[config.mk]
export PLATFORM = sky130hd
export DESIGN_NAME = uart_mmio_peripheral_flat
export DESIGN_NICKNAME = d
export VERILOG_FILES = /design/src/rtl/uart_mmio_peripheral_if.sv /design/src/rtl/uart_mmio_peripheral.sv /design/src/flat_wrapper.sv
export SDC_FILE = /design/constraint.sdc
export NUM_CORES = 1
export LEC_CHECK = 0
export CAP_MARGIN = 20
export CORE_UTILIZATION = 55
export CTS_CLUSTER_DIAMETER = 150
export DETAILED_ROUTE_END_ITERATION = 16
export PLACE_DENSITY_LB_ADDON = 0.1
export SYNTH_ARGS = -nofsm -noshare
export SYNTH_HDL_FRONTEND = slang
export SYNTH_SLANG_ARGS = --single-unit
[constraint.sdc]
create_clock -name clk -period 10.2 [get_ports clk]
set_input_delay 1.02 -clock clk [delete_from_list [all_inputs] [get_ports clk]]
set_output_delay 1.02 -clock clk [all_outputs]
set_load 0.05 [all_outputs]
[src/rtl/uart_mmio_peripheral_if.sv]
// Decoder-side bus for the UART slot: chip select, write strobe, word offset,
// write data and combinational read data.
interface uart_mmio_peripheral_if;
  logic        Select;
  logic        Write;
  logic [2:0]  Addr;
  logic [31:0] DataIn;
  logic [31:0] DataOut;

  modport master (output Select, output Write, output Addr, output DataIn, input DataOut);
  modport slave  (input Select, input Write, input Addr, input DataIn, output DataOut);
endinterface

[src/rtl/uart_mmio_peripheral.sv]
// Memory-mapped UART: baud-divided TX/RX FSMs behind a 5-word register window.
// Define UART_PARITY_EN to add an even-parity bit to both directions.
module uart_mmio_peripheral #(
  parameter int DEFAULT_DIV = 434,
  parameter int DIV_W       = 16
) (
  input  logic                  clk,
  input  logic                  rst,
  uart_mmio_peripheral_if.slave bus,
  input  logic                  uart_rx,
  output logic                  uart_tx
);

  typedef enum logic [2:0] {
    TX_IDLE,
    TX_START,
    TX_DATA,
`ifdef UART_PARITY_EN
    TX_PARITY,
`endif
    TX_STOP
  } tx_state_e;

  typedef enum logic [2:0] {
    RX_IDLE,
    RX_START,
    RX_DATA,
`ifdef UART_PARITY_EN
    RX_PARITY,
`endif
    RX_STOP
  } rx_state_e;

  localparam logic [DIV_W-1:0] DIV_MIN = DIV_W'(2);
  localparam logic [DIV_W-1:0] DIV_ONE = DIV_W'(1);

  logic wr_en, wr_tx, wr_baud, wr_ctrl, clr_valid, clr_err;
  logic unused_data;

  assign wr_en     = bus.Select & bus.Write;
  assign wr_tx     = wr_en && (bus.Addr == 3'd0);
  assign wr_baud   = wr_en && (bus.Addr == 3'd3);
  assign wr_ctrl   = wr_en && (bus.Addr == 3'd4);
  assign clr_valid = wr_ctrl & bus.DataIn[0];
  assign clr_err   = wr_ctrl & bus.DataIn[1];
  assign unused_data = ^bus.DataIn[31:DIV_W];

  logic [DIV_W-1:0] baud_q, baud_d, eff_div;

  assign eff_div = (baud_q < DIV_MIN) ? DIV_MIN : baud_q;
  assign baud_d  = wr_baud ? bus.DataIn[DIV_W-1:0] : baud_q;

  // ---------------- transmitter ----------------
  tx_state_e        tx_state_q, tx_state_d;
  logic [DIV_W-1:0] tx_cnt_q, tx_cnt_d, tx_div_q, tx_div_d;
  logic [2:0]       tx_bit_q, tx_bit_d;
  logic [7:0]       txdata_q, txdata_d;
  logic             tx_out_q, tx_out_d;
  logic             tx_busy, tx_tick, tx_accept;

  assign tx_busy   = (tx_state_q != TX_IDLE);
  assign tx_tick   = (tx_cnt_q == tx_div_q - DIV_ONE);
  // The edge that ends STOP may also start the next frame.
  assign tx_accept = wr_tx && (!tx_busy || (tx_state_q == TX_STOP && tx_tick));
  assign uart_tx   = tx_out_q;

  always_comb begin
    tx_state_d = tx_state_q;
    tx_cnt_d   = tx_cnt_q;
    tx_div_d   = tx_div_q;
    tx_bit_d   = tx_bit_q;
    txdata_d   = txdata_q;
    tx_out_d   = 1'b1;
    if (tx_busy) begin
      tx_cnt_d = tx_tick ? '0 : tx_cnt_q + DIV_ONE;
    end
    case (tx_state_q)
      TX_START: begin
        if (tx_tick) begin
          tx_state_d = TX_DATA;
          tx_bit_d   = 3'd0;
        end
      end
      TX_DATA: begin
        if (tx_tick) begin
          if (tx_bit_q == 3'd7) begin
`ifdef UART_PARITY_EN
            tx_state_d = TX_PARITY;
`else
            tx_state_d = TX_STOP;
`endif
          end else begin
            tx_bit_d = tx_bit_q + 3'd1;
          end
        end
      end
`ifdef UART_PARITY_EN
      TX_PARITY: begin
        if (tx_tick) tx_state_d = TX_STOP;
      end
`endif
      TX_STOP: begin
        if (tx_tick) tx_state_d = TX_IDLE;
      end
      default: ;
    endcase
    if (tx_accept) begin
      tx_state_d = TX_START;
      tx_cnt_d   = '0;
      tx_div_d   = eff_div;
      tx_bit_d   = 3'd0;
      txdata_d   = bus.DataIn[7:0];
    end
    // Line level is registered from the next state so uart_tx is glitch-free.
    case (tx_state_d)
      TX_START: tx_out_d = 1'b0;
      TX_DATA:  tx_out_d = txdata_d[tx_bit_d];
`ifdef UART_PARITY_EN
      TX_PARITY: tx_out_d = ^txdata_d;
`endif
      default:  tx_out_d = 1'b1;
    endcase
  end

  // ---------------- receiver ----------------
  logic             rx_s1_q, rx_s2_q, rx_s3_q;
  rx_state_e        rx_state_q, rx_state_d;
  logic [DIV_W-1:0] rx_cnt_q, rx_cnt_d, rx_div_q, rx_div_d;
  logic [2:0]       rx_bit_q, rx_bit_d;
  logic [7:0]       rx_shift_q, rx_shift_d;
  logic             rx_fall, rx_tick, rx_mid, rx_done, rx_stop_bad;
`ifdef UART_PARITY_EN
  logic             rx_perr_q, rx_perr_d;
`endif

  assign rx_fall = rx_s3_q & ~rx_s2_q;
  assign rx_tick = (rx_cnt_q == rx_div_q - DIV_ONE);
  assign rx_mid  = (rx_cnt_q == (rx_div_q >> 1) - DIV_ONE);

  always_comb begin
    rx_state_d  = rx_state_q;
    rx_cnt_d    = rx_cnt_q;
    rx_div_d    = rx_div_q;
    rx_bit_d    = rx_bit_q;
    rx_shift_d  = rx_shift_q;
    rx_done     = 1'b0;
    rx_stop_bad = 1'b0;
`ifdef UART_PARITY_EN
    rx_perr_d   = rx_perr_q;
`endif
    if (rx_state_q != RX_IDLE) begin
      rx_cnt_d = rx_cnt_q + DIV_ONE;
    end
    case (rx_state_q)
      RX_IDLE: begin
        if (rx_fall) begin
          rx_state_d = RX_START;
          rx_cnt_d   = '0;
          rx_div_d   = eff_div;
        end
      end
      RX_START: begin
        // A line that is high again at mid-start was a glitch.
        if (rx_mid) begin
          rx_cnt_d   = '0;
          rx_bit_d   = 3'd0;
          rx_state_d = rx_s2_q ? RX_IDLE : RX_DATA;
        end
      end
      RX_DATA: begin
        if (rx_tick) begin
          rx_cnt_d   = '0;
          rx_shift_d = {rx_s2_q, rx_shift_q[7:1]};
          if (rx_bit_q == 3'd7) begin
`ifdef UART_PARITY_EN
            rx_state_d = RX_PARITY;
`else
            rx_state_d = RX_STOP;
`endif
          end else begin
            rx_bit_d = rx_bit_q + 3'd1;
          end
        end
      end
`ifdef UART_PARITY_EN
      RX_PARITY: begin
        if (rx_tick) begin
          rx_cnt_d   = '0;
          rx_perr_d  = rx_s2_q ^ (^rx_shift_q);
          rx_state_d = RX_STOP;
        end
      end
`endif
      RX_STOP: begin
        if (rx_tick) begin
          rx_cnt_d    = '0;
          rx_done     = 1'b1;
          rx_stop_bad = ~rx_s2_q;
          rx_state_d  = RX_IDLE;
        end
      end
      default: rx_state_d = RX_IDLE;
    endcase
  end

  // ---------------- status flags ----------------
  logic [7:0] rxdata_q, rxdata_d;
  logic       rx_valid_q, rx_valid_d, rx_overrun_q, rx_overrun_d;
  logic       frame_err_q, frame_err_d;
  logic       parity_flag;
`ifdef UART_PARITY_EN
  logic       parity_err_q, parity_err_d;
  assign parity_flag = parity_err_q;
`else
  assign parity_flag = 1'b0;
`endif

  // Clears apply first so a completion on the same edge wins.
  always_comb begin
    rxdata_d     = rxdata_q;
    rx_valid_d   = rx_valid_q;
    rx_overrun_d = rx_overrun_q;
    frame_err_d  = frame_err_q;
`ifdef UART_PARITY_EN
    parity_err_d = parity_err_q;
`endif
    if (clr_valid) rx_valid_d = 1'b0;
    if (clr_err) begin
      rx_overrun_d = 1'b0;
      frame_err_d  = 1'b0;
`ifdef UART_PARITY_EN
      parity_err_d = 1'b0;
`endif
    end
    if (rx_done) begin
      rxdata_d   = rx_shift_q;
      rx_valid_d = 1'b1;
      if (rx_valid_q && !clr_valid) rx_overrun_d = 1'b1;
      if (rx_stop_bad) frame_err_d = 1'b1;
`ifdef UART_PARITY_EN
      if (rx_perr_q) parity_err_d = 1'b1;
`endif
    end
  end

  always_comb begin
    bus.DataOut = '0;
    case (bus.Addr)
      3'd0: bus.DataOut[7:0]       = txdata_q;
      3'd1: bus.DataOut[7:0]       = rxdata_q;
      3'd2: bus.DataOut[4:0]       = {parity_flag, frame_err_q, rx_overrun_q, rx_valid_q, tx_busy};
      3'd3: bus.DataOut[DIV_W-1:0] = baud_q;
      default: ;
    endcase
  end

  always_ff @(posedge clk or posedge rst) begin
    if (rst) begin
      baud_q       <= DIV_W'(DEFAULT_DIV);
      tx_state_q   <= TX_IDLE;
      tx_cnt_q     <= '0;
      tx_div_q     <= DIV_MIN;
      tx_bit_q     <= 3'd0;
      txdata_q     <= 8'd0;
      tx_out_q     <= 1'b1;
      rx_s1_q      <= 1'b1;
      rx_s2_q      <= 1'b1;
      rx_s3_q      <= 1'b1;
      rx_state_q   <= RX_IDLE;
      rx_cnt_q     <= '0;
      rx_div_q     <= DIV_MIN;
      rx_bit_q     <= 3'd0;
      rx_shift_q   <= 8'd0;
      rxdata_q     <= 8'd0;
      rx_valid_q   <= 1'b0;
      rx_overrun_q <= 1'b0;
      frame_err_q  <= 1'b0;
`ifdef UART_PARITY_EN
      rx_perr_q    <= 1'b0;
      parity_err_q <= 1'b0;
`endif
    end else begin
      baud_q       <= baud_d;
      tx_state_q   <= tx_state_d;
      tx_cnt_q     <= tx_cnt_d;
      tx_div_q     <= tx_div_d;
      tx_bit_q     <= tx_bit_d;
      txdata_q     <= txdata_d;
      tx_out_q     <= tx_out_d;
      rx_s1_q      <= uart_rx;
      rx_s2_q      <= rx_s1_q;
      rx_s3_q      <= rx_s2_q;
      rx_state_q   <= rx_state_d;
      rx_cnt_q     <= rx_cnt_d;
      rx_div_q     <= rx_div_d;
      rx_bit_q     <= rx_bit_d;
      rx_shift_q   <= rx_shift_d;
      rxdata_q     <= rxdata_d;
      rx_valid_q   <= rx_valid_d;
      rx_overrun_q <= rx_overrun_d;
      frame_err_q  <= frame_err_d;
`ifdef UART_PARITY_EN
      rx_perr_q    <= rx_perr_d;
      parity_err_q <= parity_err_d;
`endif
    end
  end

endmodule
[src/flat_wrapper.sv]
// flat-port wrapper written by rule: the top's interface ports become plain ports
module uart_mmio_peripheral_flat 
#(
  parameter int DEFAULT_DIV = 434,
  parameter int DIV_W       = 16
)
  (clk, rst, uart_rx, uart_tx, bus_Select, bus_Write, bus_Addr, bus_DataIn, bus_DataOut);
  uart_mmio_peripheral_if bus_i ();
  input  logic clk;
  input  logic rst;
  input  logic uart_rx;
  output logic uart_tx;
  input wire logic [$bits(bus_i.Select)-1:0] bus_Select;
  input wire logic [$bits(bus_i.Write)-1:0] bus_Write;
  input wire logic [$bits(bus_i.Addr)-1:0] bus_Addr;
  input wire logic [$bits(bus_i.DataIn)-1:0] bus_DataIn;
  output wire logic [$bits(bus_i.DataOut)-1:0] bus_DataOut;
  assign bus_i.Select = bus_Select;
  assign bus_i.Write = bus_Write;
  assign bus_i.Addr = bus_Addr;
  assign bus_i.DataIn = bus_DataIn;
  assign bus_DataOut = bus_i.DataOut;
  uart_mmio_peripheral #(.DEFAULT_DIV(DEFAULT_DIV), .DIV_W(DIV_W)) u_core (.clk(clk), .rst(rst), .bus(bus_i), .uart_rx(uart_rx), .uart_tx(uart_tx));
endmodule
; ---- Word-level counts from Yosys, hierarchy flattened
; Cells that the tools add are included.
[totals]
word_cells = 127
reg_bits = 123
input_bits = 40
output_inout_bits = 33
[classes]
eq_ne = 23
n_bitwise = 5
n_reduce_logical = 21
magnitude_cmp = 2
add_sub_neg = 7
mux = 50
[ops]
columns = op, n
row1 = two-way mux 16 bit, 8
row2 = two-way mux 3 bit, 17
row3 = equality test 16 bit, 3
row4 = one-hot mux 16 bit (3 select lines), 1
row5 = "adder 16 x 1 -> 16 bit, second input constant", 2
row6 = "subtractor 16 x 1 -> 16 bit, second input constant", 2
row7 = "equality test 3 x 2 -> 1 bit, second input constant", 7
row8 = one-hot mux 5 bit (4 select lines), 1
row9 = one-hot mux 3 bit (3 select lines), 2
row10 = "< comparator 16 x 2 -> 1 bit, second input constant", 1
row11 = two-way mux 8 bit, 2
row12 = "subtractor 15 x 1 -> 16 bit, second input constant", 1
row13 = two-way mux 1 bit, 13
row14 = "equality test 3 x 1 -> 1 bit, second input constant", 4
row15 = one-hot mux 3 bit (2 select lines), 2
row16 = one-hot mux 3 bit (4 select lines), 1
row17 = "inequality test 2 x 1 -> 1 bit, second input constant", 5
row18 = "equality test 3 bit, second input constant", 3
row19 = "adder 3 x 1 -> 3 bit, second input constant", 2
row20 = logical AND 1 bit, 6
row21 = zero test 3 bit, 2
row22 = nonzero test 2 bit, 3
row23 = nonzero test 3 bit, 2
row24 = AND reduction 5 bit, 1
row25 = 12 further kinds, 17

; ---- Logic depth before layout (Yosys ltp)
; Gate-level depths: netlist (run 1).
[depth]
word_depth = 9
depth_mapped = 14
depth_no_buf = 12

; ---- Least setup slack after synthesis (run 1)
; Ideal clock, no wire load.
[synth_timing]
path_type = in2out
startpoint = in bus_Addr[1]
endpoint = out bus_DataOut[0]
cell_stages = 5
arrival_ns = 2.783
setup_slack_ns = 6.397
path_buffers = 1
t_required_ns = 9.180
path_cell_list = buf_1 -> nor2_1 -> a21oi_1 -> nor2_1 -> a211oi_1
[synth_via]
elab_chain_cells = 2
word_cells_on_any_way = 5
cone_classes = eq/ne (3) / mux (1) / reduce/logical (1)
[synth_rtl]
columns = item, line
row1 = "start, declared", flat_wrapper.sv:15  ; input wire logic [$bits(bus_i.Addr)-1:0] bus_Addr;
row2 = equality test 3 x 2 -> 1 bit (tied with other cells), uart_mmio_peripheral.sv:248  ; case (bus.Addr)
row3 = one-hot mux 5 bit (4 select lines) (*), uart_mmio_peripheral.sv:248
row4 = "end, declared", flat_wrapper.sv:17  ; output wire logic [$bits(bus_i.DataOut)-1:0] bus_DataOut;
; Mark *: on every way between the ends. The rest lies on a longest branch, timed or not.

; ---- Final worst setup path (run 1)
[layout_timing]
startpoint = reg u_core.rx_div_q[2]
endpoint = reg u_core.rx_state_q[0]
[layout_via]
elab_chain_cells = 4
word_cells_on_any_way = 8
cone_classes = add/sub (2) / eq/ne (5) / reduce/logical (1)
[layout_rtl]
columns = item, line
row1 = "start, declared", uart_mmio_peripheral.sv:128  ; logic [DIV_W-1:0] rx_cnt_q, rx_cnt_d, rx_div_q, rx_div_d;
row2 = "start signal, assigned", uart_mmio_peripheral.sv:295  ; rx_div_q <= rx_div_d;
row3 = subtractor 16 x 1 -> 16 bit or subtractor 15 x 1 -> 16 bit (tied branches), "uart_mmio_peripheral.sv:137, uart_mmio_peripheral.sv:138"
row4 = equality test 16 bit (on tied branches), "uart_mmio_peripheral.sv:137, uart_mmio_peripheral.sv:138"
row5 = inequality test 2 x 1 -> 1 bit (no line), -
row6 = AND reduction 5 bit (no line) (*), -
row7 = "end signal, assigned", uart_mmio_peripheral.sv:293  ; rx_state_q <= rx_state_d;
row8 = "end, declared", uart_mmio_peripheral.sv:127  ; rx_state_e rx_state_q, rx_state_d;
; Marked as above.
; A chain may end at the register's enable or synchronous reset.

==> results.md, run 1 <==
* Status: finished, final reports clean
* Starting utilization of the core area at 56.7%
* Worst R2R Path Depth at 12
* Pwr Total at 0.00210 W
* Async set-or-reset flop fraction in the synthesized netlist at 100%
* Min-delay src: u_core.rx_s1_q
* Setup tns final at 0 ns
* CP endpoint kind: flop
* Row Count at 42
* Maximum clock rate at 0.222 GHz
* Average footprint of a synthesized cell at 9.57 µm²
* Layout Cells excl Fill at 989
* Boundary Pins at 73
* Clock tree from TritonCTS: done
* Number of enable flip-flop cells after synthesis at 0
* HP Class: flop to flop
* Critical path fanouts, max at 15
* Placeable Area at 0.0133 mm²
* Growth of design area from synthesis to finish at 12.3%
* Max-cap check violation count at 0
* CP startpoint kind: flop
* Power density over cell area at 247 mW/mm²
* Cell family with most CP delay: simple AND/OR/NAND/NOR gates
* Seq/Total Area, Yosys at 40.5%
* Pin count of the biggest net entering global routing at 76
* Worst path max stage delay at 0.58 ns
* Share of Yosys cell area claimed by the top area cell type at 36.7%
* Worst-Skew Late Latency at 0.43 ns
* Flip-flop cell with the highest count after synthesis: sky130_fd_sc_hd__dfrtp_1
* Grt total ovfl at 0
* Total GRT Usage at 24.5%
* Layout Skew at 0.00810 ns
* Number of max-slew violations in the final report at 0
* Die outline width at 119 µm
* Via density at 5.85
* IR Drop Worst-Case VDD at 0.146 mV
* End point of the worst hold path: u_core.rx_s2_q
* Worst slew margin at 38.1%
* Startpoint of the lowest-slack register-to-register path: u_core.rx_div_q[2]
* Crit Reg-Reg Endpoint: u_core.rx_state_q[0]
* Number of buffers on the longest clock path at 2
* Vias post-DR at 5,789
* ANT cells at 0
* Min setup slack post-route at 5.69 ns
* Detailed-route wire length per cell at 16.5 µm
* Library cell occupying the most area in the post-synthesis netlist: sky130_fd_sc_hd__dfrtp_1
* Clock-pin slew on the worst setup and hold paths at 0.06 ns
* Count of unique library cells instantiated by Yosys at 76
* Data required time at the worst endpoint at 10.55 ns
* CTS Hold Bufs at 0
* Number of gates resized after CTS at 0
* Number of setup violations in the final report at 0
* Worst reg-to-reg setup slack at 5.69 ns
* Share of the clock period used by the worst path after layout at 44.2%
* Floorplan die area at 0.0142 mm²
* Minimum period implied by the final worst setup slack at 4.51 ns
* Number of global-route vias before repair at 5,528
* Number of optimization iterations in the first detailed-route pass at 5
* Chip height at 119 µm
* Pre-CTS worst setup slack at 5.78 ns
* Worst-path cell with the longest stage delay: sky130_fd_sc_hd__a2bb2oi_1
* Critical Path AT at 4.87 ns
* Mapped cell area at 0.00757 mm²
* Number of buffers and inverters on the critical path at 2
* Maximum level of the CTS H-tree at 4
* Synthesized netlist cell count at 791
* CTS Root Cell: sky130_fd_sc_hd__clkbuf_16
* Number of I/O port buffers at 40
* Depth of the worst hold-timing path at 0
* Cells taking the most area after synthesis: sky130_fd_sc_hd__dfrtp_1 37%, sky130_fd_sc_hd__mux2_2 10%, sky130_fd_sc_hd__xnor2_1 4.4%
* Number of endpoints with negative hold slack in the final report at 0
* Count of warnings emitted by yosys at 0
* Static power due to leakage at 3.56 nW
* Cell count after placement at 957
* Number of nets with antenna violations after detailed routing at 0
* Number of nets in the final layout at 849
* Post-CTS setup repair buffer count at 0
* Setup repair after global routing missed its margin: false
* Remaining routing DRC violations at 0
* Synthesis-stage register bit count at 122
* Crit Path Category: flop to flop
* Post-DP HPWL at 11,700 µm
* Inserted Clock Buffers at 17
* First-pass GRT wire length at 27,300 µm
* RD Place Congestion at 0.841
* Actual transition at the worst max-transition pin at 0.928 ns
* Starting DRC count in detailed routing at 323
* Sum of routed wire length over all layers at 16,300 µm
* Share of layout cells above drive strength 1 at 17.7%
* Clock Sinks at 122
* Antenna violations before repair at 0
* Critical-path cell list: inv_1, ha_1, nor3b_2, nand4_1, nor4b_1, a21oi_1, or4_1, a211oi_2, a2bb2oi_1, buf_4, and2_0, mux2i_1
per-layer routing:
layer / share of wire, % / GRT usage, %
met1: 49 / 34.1
met2: 46 / 38.1
met3: 4.1 / 5.32
met4: 1.5 / 8.13
met5: 0 / 0
metrics by stage:
stage                     hold WS (ns)  instance area (µm²)  utilization [%]
after floorplan                  0.345                 7620                -
after detailed placement         0.347                 7940             59.5
after global routing             0.359                 8500             63.7
after global placement           0.346                 7940             59.5
final                            0.355                 8500             63.7
after CTS                        0.356                 8500             63.7
logic make-up after synthesis:
group                    Yosys count  share of synthesized area (%)
AO/OA/AOI/OAI                    143                           13.0
AND/OR/NAND/NOR                  283                           20.0
other                              1                         0.0495
adder cells (fa/ha/maj)            9                           1.49
buffers and inverters             91                           5.54
multiplexers                      78                           12.0
flip-flops                       122                           40.5
XOR/XNOR                          64                           7.41
sequential cells by signal, indices dropped and copies added (netlist names), 2 cells and up:
signal / count
u_core.rx_bit_q: 3
u_core.tx_div_q: 16
u_core.rx_cnt_q: 16
u_core.baud_q: 16
u_core.rx_div_q: 16
u_core.rx_shift_q: 8
u_core.rxdata_q: 8
u_core.txdata_q: 8
u_core.tx_cnt_q: 16
u_core.rx_state_q: 2
u_core.tx_bit_q: 3
u_core.tx_state_q: 3
power by group:
group / switching, W / internal [W] / leakage, nW
Sequential: 0.000192 / 0.000602 / 1.56
Combinational: 0.000409 / 0.000341 / 1.75
Clock: 0.000226 / 0.000330 / 0.257
synthesized netlist by cell type (3+ instances only):
| cell type | n |
|---|---|
| sky130_fd_sc_hd__inv_1 | 23 |
| sky130_fd_sc_hd__buf_4 | 17 |
| sky130_fd_sc_hd__nand2b_1 | 13 |
| sky130_fd_sc_hd__ha_1 | 9 |
| sky130_fd_sc_hd__nor4b_1 | 3 |
| sky130_fd_sc_hd__buf_1 | 7 |
| sky130_fd_sc_hd__nand3_1 | 31 |
| sky130_fd_sc_hd__or2_2 | 3 |
| sky130_fd_sc_hd__clkbuf_1 | 38 |
| sky130_fd_sc_hd__o21ai_0 | 52 |
| sky130_fd_sc_hd__nor4_1 | 12 |
| sky130_fd_sc_hd__mux2_2 | 69 |
| sky130_fd_sc_hd__dfrtp_1 | 111 |
| sky130_fd_sc_hd__or4_1 | 3 |
| sky130_fd_sc_hd__and2_1 | 13 |
| sky130_fd_sc_hd__xnor2_1 | 38 |
| sky130_fd_sc_hd__o41ai_1 | 4 |
| sky130_fd_sc_hd__nor2b_1 | 15 |
| sky130_fd_sc_hd__a22oi_1 | 5 |
| sky130_fd_sc_hd__a211oi_1 | 7 |
| sky130_fd_sc_hd__a31o_2 | 5 |
| sky130_fd_sc_hd__nand4_1 | 15 |
| sky130_fd_sc_hd__and4_1 | 3 |
| sky130_fd_sc_hd__and3_1 | 15 |
| sky130_fd_sc_hd__a21oi_1 | 19 |
| sky130_fd_sc_hd__nand2_1 | 56 |
| sky130_fd_sc_hd__nor3_1 | 11 |
| sky130_fd_sc_hd__or3_1 | 3 |
| sky130_fd_sc_hd__dfstp_2 | 11 |
| sky130_fd_sc_hd__a31oi_1 | 7 |
| sky130_fd_sc_hd__nor2_1 | 66 |
| sky130_fd_sc_hd__xor2_1 | 26 |
| sky130_fd_sc_hd__mux2i_1 | 6 |
| sky130_fd_sc_hd__o31ai_1 | 14 |
| sky130_fd_sc_hd__buf_2 | 5 |
| sky130_fd_sc_hd__nor3b_2 | 3 |
| sky130_fd_sc_hd__mux4_2 | 3 |
how the worst max path moves through the flow:
stage	cells past startpoint	start	end
6_report	12	u_core.rx_div_q[2]	u_core.rx_state_q[0]
5_1_grt	12	u_core.rx_div_q[2]	u_core.rx_state_q[0]
4_1_cts	12	u_core.rx_div_q[2]	u_core.rx_state_q[0]
3_5_place_dp	12	u_core.rx_div_q[2]	u_core.rx_state_q[0]
3_3_place_gp	12	u_core.rx_div_q[2]	u_core.rx_state_q[0]
2_1_floorplan	1	rst	u_core.baud_q[0]
area by class of cell:
cell class / count / area (µm²)
clock buffer: 20 / 467
clock inverter: 12 / 93.8
fill: 1122 / 4850
inverter: 23 / 88.8
multi-input combinational: 593 / 4140
sequential: 122 / 3070
tap: 176 / 220
timing repair buffer: 43 / 423
placed cells by master (no fill, tap or decap), types with 4 or more instances in the layout:
master	instances
sky130_fd_sc_hd__nor3_1	11
sky130_fd_sc_hd__a31o_2	5
sky130_fd_sc_hd__nand4_1	15
sky130_fd_sc_hd__a21oi_1	19
sky130_fd_sc_hd__o41ai_1	4
sky130_fd_sc_hd__a22oi_1	5
sky130_fd_sc_hd__clkdlybuf4s50_1	40
sky130_fd_sc_hd__a211oi_1	7
sky130_fd_sc_hd__nor2_1	66
sky130_fd_sc_hd__nand2b_1	13
sky130_fd_sc_hd__inv_1	22
sky130_fd_sc_hd__a31oi_1	7
sky130_fd_sc_hd__mux2i_1	6
sky130_fd_sc_hd__nor2b_1	15
sky130_fd_sc_hd__nor4_1	12
sky130_fd_sc_hd__ha_1	9
sky130_fd_sc_hd__mux2_2	69
sky130_fd_sc_hd__clkinv_4	4
sky130_fd_sc_hd__conb_1	16
sky130_fd_sc_hd__xnor2_1	38
sky130_fd_sc_hd__and3_1	15
sky130_fd_sc_hd__and2_1	13
sky130_fd_sc_hd__o21ai_0	52
sky130_fd_sc_hd__xor2_1	26
sky130_fd_sc_hd__dfstp_2	11
sky130_fd_sc_hd__dfrtp_1	111
sky130_fd_sc_hd__nand3_1	31
sky130_fd_sc_hd__clkinvlp_4	6
sky130_fd_sc_hd__nand2_1	56
sky130_fd_sc_hd__clkbuf_16	17
sky130_fd_sc_hd__o31ai_1	14
No activity file was read; power rests on OpenSTA's default activity.
==> run 2: changes to the inputs <==
CORE_UTILIZATION = 53   (was 55)
clock period = 3.9 ns   (was 10.2 ns; I/O delays follow)
==> results.md, run 2 (synthesis results as in run 1) <==
* Highest routed layer: met4
* Pwr Total at 0.00589 W
* Met2 WL post-DR at 7570 µm
* Pin count of the biggest net entering global routing at 67
* Boundary Pins at 73
* CP startpoint kind: flop
* Total GRT Usage at 24.6%
* Number of global-route vias before repair at 5,624
* Metal1 wirelength at 8010 µm
* Data required time at the worst endpoint at 4.22 ns
* ANT cells at 0
* HP Class: flop to flop
* Placeable Area at 0.0139 mm²
* Die outline width at 122 µm
* Max-cap check violation count at 0
* Number of buffers on the longest clock path at 2
* Floorplan die area at 0.0148 mm²
* Number of endpoints with negative hold slack in the final report at 0
* CTS Hold Bufs at 0
* Worst-Skew Late Latency at 0.42 ns
* Met3 WL at 777 µm
* Inserted Clock Buffers at 17
* Antenna violations before repair at 0
* Leading cell types in the layout, fill and taps excluded: 111 x sky130_fd_sc_hd__dfrtp_1, 69 x sky130_fd_sc_hd__mux2_2, 66 x sky130_fd_sc_hd__nor2_1
* Grt total ovfl at 0
* Growth of design area from synthesis to finish at 15.6%
* Layout Skew at 0.00715 ns
* Number of I/O port buffers at 40
* CP endpoint kind: flop
* Actual transition at the worst max-transition pin at 0.831 ns
* First-pass GRT wire length at 28,000 µm
* Starting DRC count in detailed routing at 308
* Row Count at 43
* IR Drop Worst-Case VDD at 0.329 mV
* Chip height at 122 µm
* Maximum level of the CTS H-tree at 4
* Worst hold margin at 0.356 ns
* Starting utilization of the core area at 54.5%
* Remaining routing DRC violations at 0
* Minimum period implied by the final worst setup slack at 3.57 ns
* RD Place Congestion at 0.859
* Via density at 5.84
* Share of layout cells above drive strength 1 at 19.3%
* Detailed-route wire length per cell at 16.5 µm
* Pre-CTS worst setup slack at 0.195 ns
* Number of max-slew violations in the final report at 0
* Post-DP HPWL at 11,900 µm
* Maximum clock rate at 0.280 GHz
* Static power due to leakage at 3.70 nW
* Power density over cell area at 674 mW/mm²
* Sum of routed wire length over all layers at 16,700 µm
* Most common library cell in the layout ignoring fill and taps: sky130_fd_sc_hd__dfrtp_1
* Number of nets in the final layout at 865
* Critical path fanouts, max at 7
* CTS Root Cell: sky130_fd_sc_hd__clkbuf_16
* Layout Cells excl Fill at 1,009
* Vias post-DR at 5,890
* Number of optimization iterations in the first detailed-route pass at 5
* Number of setup violations in the final report at 0
* Worst slew margin at 44.2%
* Clock-pin slew on the worst setup and hold paths at 0.06 ns
* Number of nets with antenna violations after detailed routing at 0
* Clock Sinks at 122
* Min setup slack post-route at 0.327 ns
* Status: finished, final reports clean
* Critical Path AT at 3.90 ns
* Crit Path Category: flop to flop
* Cell count after placement at 974
* Share of the clock period used by the worst path after layout at 91.6%
* Setup tns final at 0 ns
* Clock tree from TritonCTS: done
## run 2: cell count changes in the layout (fill, tap and decap cells not counted), sizes merged
cell      before  now
bufinv         0    5
clkinv         5    4
clkbuf        20   18
buf            3   19
clkinvlp       6    4
## run 2: repair_timing
action                                 CTS  global route
buffers inserted                         0             3
endpoints found under the hold margin    0             0
setup endpoints to repair                0            18
resized for setup                        0             3
## run 2: worst paths after layout
kind / cells past startpoint / endpoint / from / slack (ns)
worst max-delay path: 10 / u_core.uart_tx / u_core.tx_div_q[7] / 0.33
worst min-delay path: 0 / u_core.rx_s2_q / u_core.rx_s1_q / 0.36
worst max register to register: 10 / u_core.uart_tx / u_core.tx_div_q[7] / 0.33
worst min register to register: 0 / u_core.rx_s2_q / u_core.rx_s1_q / 0.36
max in group asynchronous: 3 / u_core.baud_q[8] / rst / 2.64
min in group asynchronous: 2 / u_core.rx_shift_q[1] / rst / 0.44
## run 2: area by class of cell
| cell class | instances | area, µm² |
|---|---|---|
| well taps | 180 | 225 |
| clock buffers | 18 | 439 |
| clock inverters | 14 | 220 |
| fillers | 1143 | 5130 |
| inverters | 23 | 88.8 |
| repair buffers | 59 | 556 |
| multi-input cells | 593 | 4150 |
| flip-flops and latches | 122 | 3070 |
## run 2: per-layer routing
metal  global-route usage (%)  vias up
met4                     8.72        0
li1                         -     2837
met5                        0        -
met3                     5.50       21
met2                     37.2      150
met1                     34.6     2882
## run 2: power breakdown
part	total [W]	internal [W]	switching, W
combinational	0.00207	0.000974	0.00110
clock	0.00173	0.00115	0.000582
sequential	0.00209	0.00157	0.000517
## run 2: worst max-delay path, stage by stage (launching register included)
cell and delay (ns):
sky130_fd_sc_hd__dfrtp_1 0.43, sky130_fd_sc_hd__or4_1 0.60, sky130_fd_sc_hd__o31a_1 0.31, sky130_fd_sc_hd__or3_1 0.34, sky130_fd_sc_hd__a21oi_1 0.26, sky130_fd_sc_hd__o2111ai_4 0.22, sky130_fd_sc_hd__o31ai_2 0.36, sky130_fd_sc_hd__or3b_1 0.38
sky130_fd_sc_hd__o211a_1 0.13, sky130_fd_sc_hd__o21a_1 0.19, sky130_fd_sc_hd__a311oi_2 0.26
## run 2: metrics by stage
step	util, %	area (µm²)
2_1_floorplan	-	7620
3_3_place_gp	58.0	8050
3_5_place_dp	58.0	8050
4_1_cts	62.8	8710
5_1_grt	63.0	8750
6_report	63.0	8750
==> run 3: changes to the inputs <==
CTS_BUF_LIST = sky130_fd_sc_hd__clkbuf_16   (was unset)
==> results.md, run 3 (synthesis results as in run 1) <==
* Status: finished, final reports clean
* Pwr Total at 0.00588 W
* Floorplan die area at 0.0148 mm²
* First-pass GRT wire length at 28,000 µm
* Crit Reg-Reg Endpoint: u_core.rx_cnt_q[14]
* Number of I/O port buffers at 40
* Share of the clock period used by the worst path after layout at 91.5%
* Maximum level of the CTS H-tree at 4
* Cell count after placement at 974
* Most common library cell in the layout ignoring fill and taps: sky130_fd_sc_hd__dfrtp_1
* Boundary Pins at 73
* Vias post-DR at 5,893
* Startpoint of the lowest-slack register-to-register path: u_core.rx_div_q[2]
* Critical-path cell list: inv_1, ha_1, nor3b_2, nand4_1, nor4b_1, a21oi_1, or4_1, a211oi_2, buf_4, a2bb2oi_1, buf_4, a21oi_1, o21ai_0, o31ai_1
* Remaining routing DRC violations at 0
* Total GRT Usage at 24.6%
* Fraction of power consumed by the clock network at 29.2%
* Detailed-route wire length per cell at 16.5 µm
* Number of setup violations in the final report at 0
* Worst path max stage delay at 0.54 ns
* Clock-pin slew on the worst setup and hold paths at 0.06 ns
* Logic pwr share at 35.2%
* CP startpoint kind: flop
* Min-delay src: u_core.rx_s1_q
* Worst-Skew Late Latency at 0.42 ns
* Switching power at 0.00219 W
* Data required time at the worst endpoint at 4.19 ns
* Number of buffers on the longest clock path at 2
* Number of endpoints with negative hold slack in the final report at 0
* ANT cells at 0
* Die outline width at 122 µm
* Antenna violations before repair at 0
* Cell family with most CP delay: simple AND/OR/NAND/NOR gates
* Grt total ovfl at 0
* Switching share of total power at 37.3%
* Critical Path AT at 3.86 ns
* Worst reg-to-reg setup slack at 0.33 ns
* HP Class: flop to flop
* Via density at 5.84
* Pin count of the biggest net entering global routing at 67
* Row Count at 43
* Inserted Clock Buffers at 17
* Number of nets with antenna violations after detailed routing at 0
* Minimum period implied by the final worst setup slack at 3.57 ns
* Sequential share of power at 35.6%
* Number of global-route vias before repair at 5,625
* Critical path fanouts, max at 20
* Layout Skew at 0.00692 ns
* Starting DRC count in detailed routing at 313
* Max-cap check violation count at 0
* CTS Root Cell: sky130_fd_sc_hd__clkbuf_16
* Number of optimization iterations in the first detailed-route pass at 5
* Worst slew margin at 43.4%
* Fillcell total at 1,147
* Cell-internal power at 0.00368 W
* Layout Cells excl Fill at 1,009
* Chip height at 122 µm
* Post-DP HPWL at 11,900 µm
* End point of the worst hold path: u_core.rx_s2_q
* CP endpoint kind: flop
* Static power due to leakage at 3.70 nW
* RD Place Congestion at 0.859
* Placeable Area at 0.0139 mm²
* Maximum clock rate at 0.280 GHz
* Number of buffers and inverters on the critical path at 3
* Leading cell types in the layout, fill and taps excluded: 111 x sky130_fd_sc_hd__dfrtp_1, 69 x sky130_fd_sc_hd__mux2_2, 66 x sky130_fd_sc_hd__nor2_1
* Starting utilization of the core area at 54.5%
* Power density over cell area at 672 mW/mm²
* Worst R2R Path Depth at 14
* Clock tree from TritonCTS: done
* Sum of routed wire length over all layers at 16,700 µm
* Number of max-slew violations in the final report at 0
* Number of nets in the final layout at 865
* Actual transition at the worst max-transition pin at 0.843 ns
* Share of layout cells above drive strength 1 at 19.2%
* Worst-path cell with the longest stage delay: sky130_fd_sc_hd__or4_1
* Growth of design area from synthesis to finish at 15.5%
* Crit Path Category: flop to flop
* Depth of the worst hold-timing path at 0
* IR Drop Worst-Case VDD at 0.329 mV
* Clock Sinks at 122
[run 3: repair_timing]
action                                  in CTS  in global routing
endpoints found under the setup margin       0                 18
hold buffers                                 0                  0
buffers inserted                             0                  3
gates resized for setup                      0                  3
endpoints found under the hold margin        0                  0
[run 3: worst max path at each step]
stage / from / end / depth (start not counted)
after detailed placement: u_core.rx_div_q[1] / u_core.rx_cnt_q[14] / 14
after global routing: u_core.tx_div_q[0] / u_core.uart_tx / 13
after CTS: u_core.rx_div_q[1] / u_core.rx_cnt_q[14] / 14
after floorplan: rst / u_core.baud_q[0] / 1
final: u_core.rx_div_q[2] / u_core.rx_cnt_q[14] / 14
after global placement: u_core.rx_div_q[1] / u_core.rx_cnt_q[2] / 14
[run 3: power groups by stage]
stage / registers (W) / clock network (W) / logic, W
floorplan: 0.00182 / 0 / 0.00178
global placement: 0.00208 / 0 / 0.00194
detailed placement: 0.00209 / 0 / 0.00201
CTS: 0.00208 / 0.00175 / 0.00203
global route: 0.00215 / 0.00180 / 0.00230
finish: 0.00209 / 0.00171 / 0.00207
[run 3: routing by layer]
| layer | routed length (µm) | global-route usage (%) | vias up | share of wire [%] |
|---|---|---|---|---|
| met5 | 0 | 0 | - | 0 |
| met4 | 329 | 8.72 | 0 | 2.0 |
| met3 | 832 | 5.50 | 22 | 5.0 |
| met2 | 7570 | 37.2 | 163 | 45 |
| met1 | 7940 | 34.6 | 2876 | 48 |
| li1 | - | - | 2832 | - |
[run 3: worst reg2reg max path, cell delays in order (launching register included)]
cell and delay (ns):
sky130_fd_sc_hd__dfrtp_1 0.44, sky130_fd_sc_hd__inv_1 0.13, sky130_fd_sc_hd__ha_1 0.26, sky130_fd_sc_hd__nor3b_2 0.24
sky130_fd_sc_hd__nand4_1 0.21, sky130_fd_sc_hd__nor4b_1 0.34, sky130_fd_sc_hd__a21oi_1 0.08, sky130_fd_sc_hd__or4_1 0.54
sky130_fd_sc_hd__a211oi_2 0.17, sky130_fd_sc_hd__buf_4 0.16, sky130_fd_sc_hd__a2bb2oi_1 0.24, sky130_fd_sc_hd__buf_4 0.28
sky130_fd_sc_hd__a21oi_1 0.08, sky130_fd_sc_hd__o21ai_0 0.18, sky130_fd_sc_hd__o31ai_1 0.10
[run 3: cell type report]
| cell class | instances | area, µm² | area share [%] |
|---|---|---|---|
| clock buffers | 17 | 425 | 4.87 |
| repair buffers | 59 | 556 | 6.36 |
| flip-flops and latches | 122 | 3070 | 35.1 |
| well taps | 180 | 225 | 2.58 |
| clock inverters | 15 | 224 | 2.56 |
| multi-input cells | 593 | 4150 | 47.5 |
| inverters | 23 | 88.8 | 1.02 |
[run 3: metrics by stage]
stage               utilization, %  setup TNS [ns]  hold slack, ns  setup slack [ns]  cell area, µm²
floorplan                        -               0           0.345             0.286            7620
global placement              58.0               0           0.346             0.293            8050
detailed placement            58.0               0           0.348             0.195            8050
CTS                           62.7               0           0.357             0.169            8700
global route                  63.0         -0.0156           0.359           -0.0156            8740
finish                        63.0               0           0.356             0.330            8740
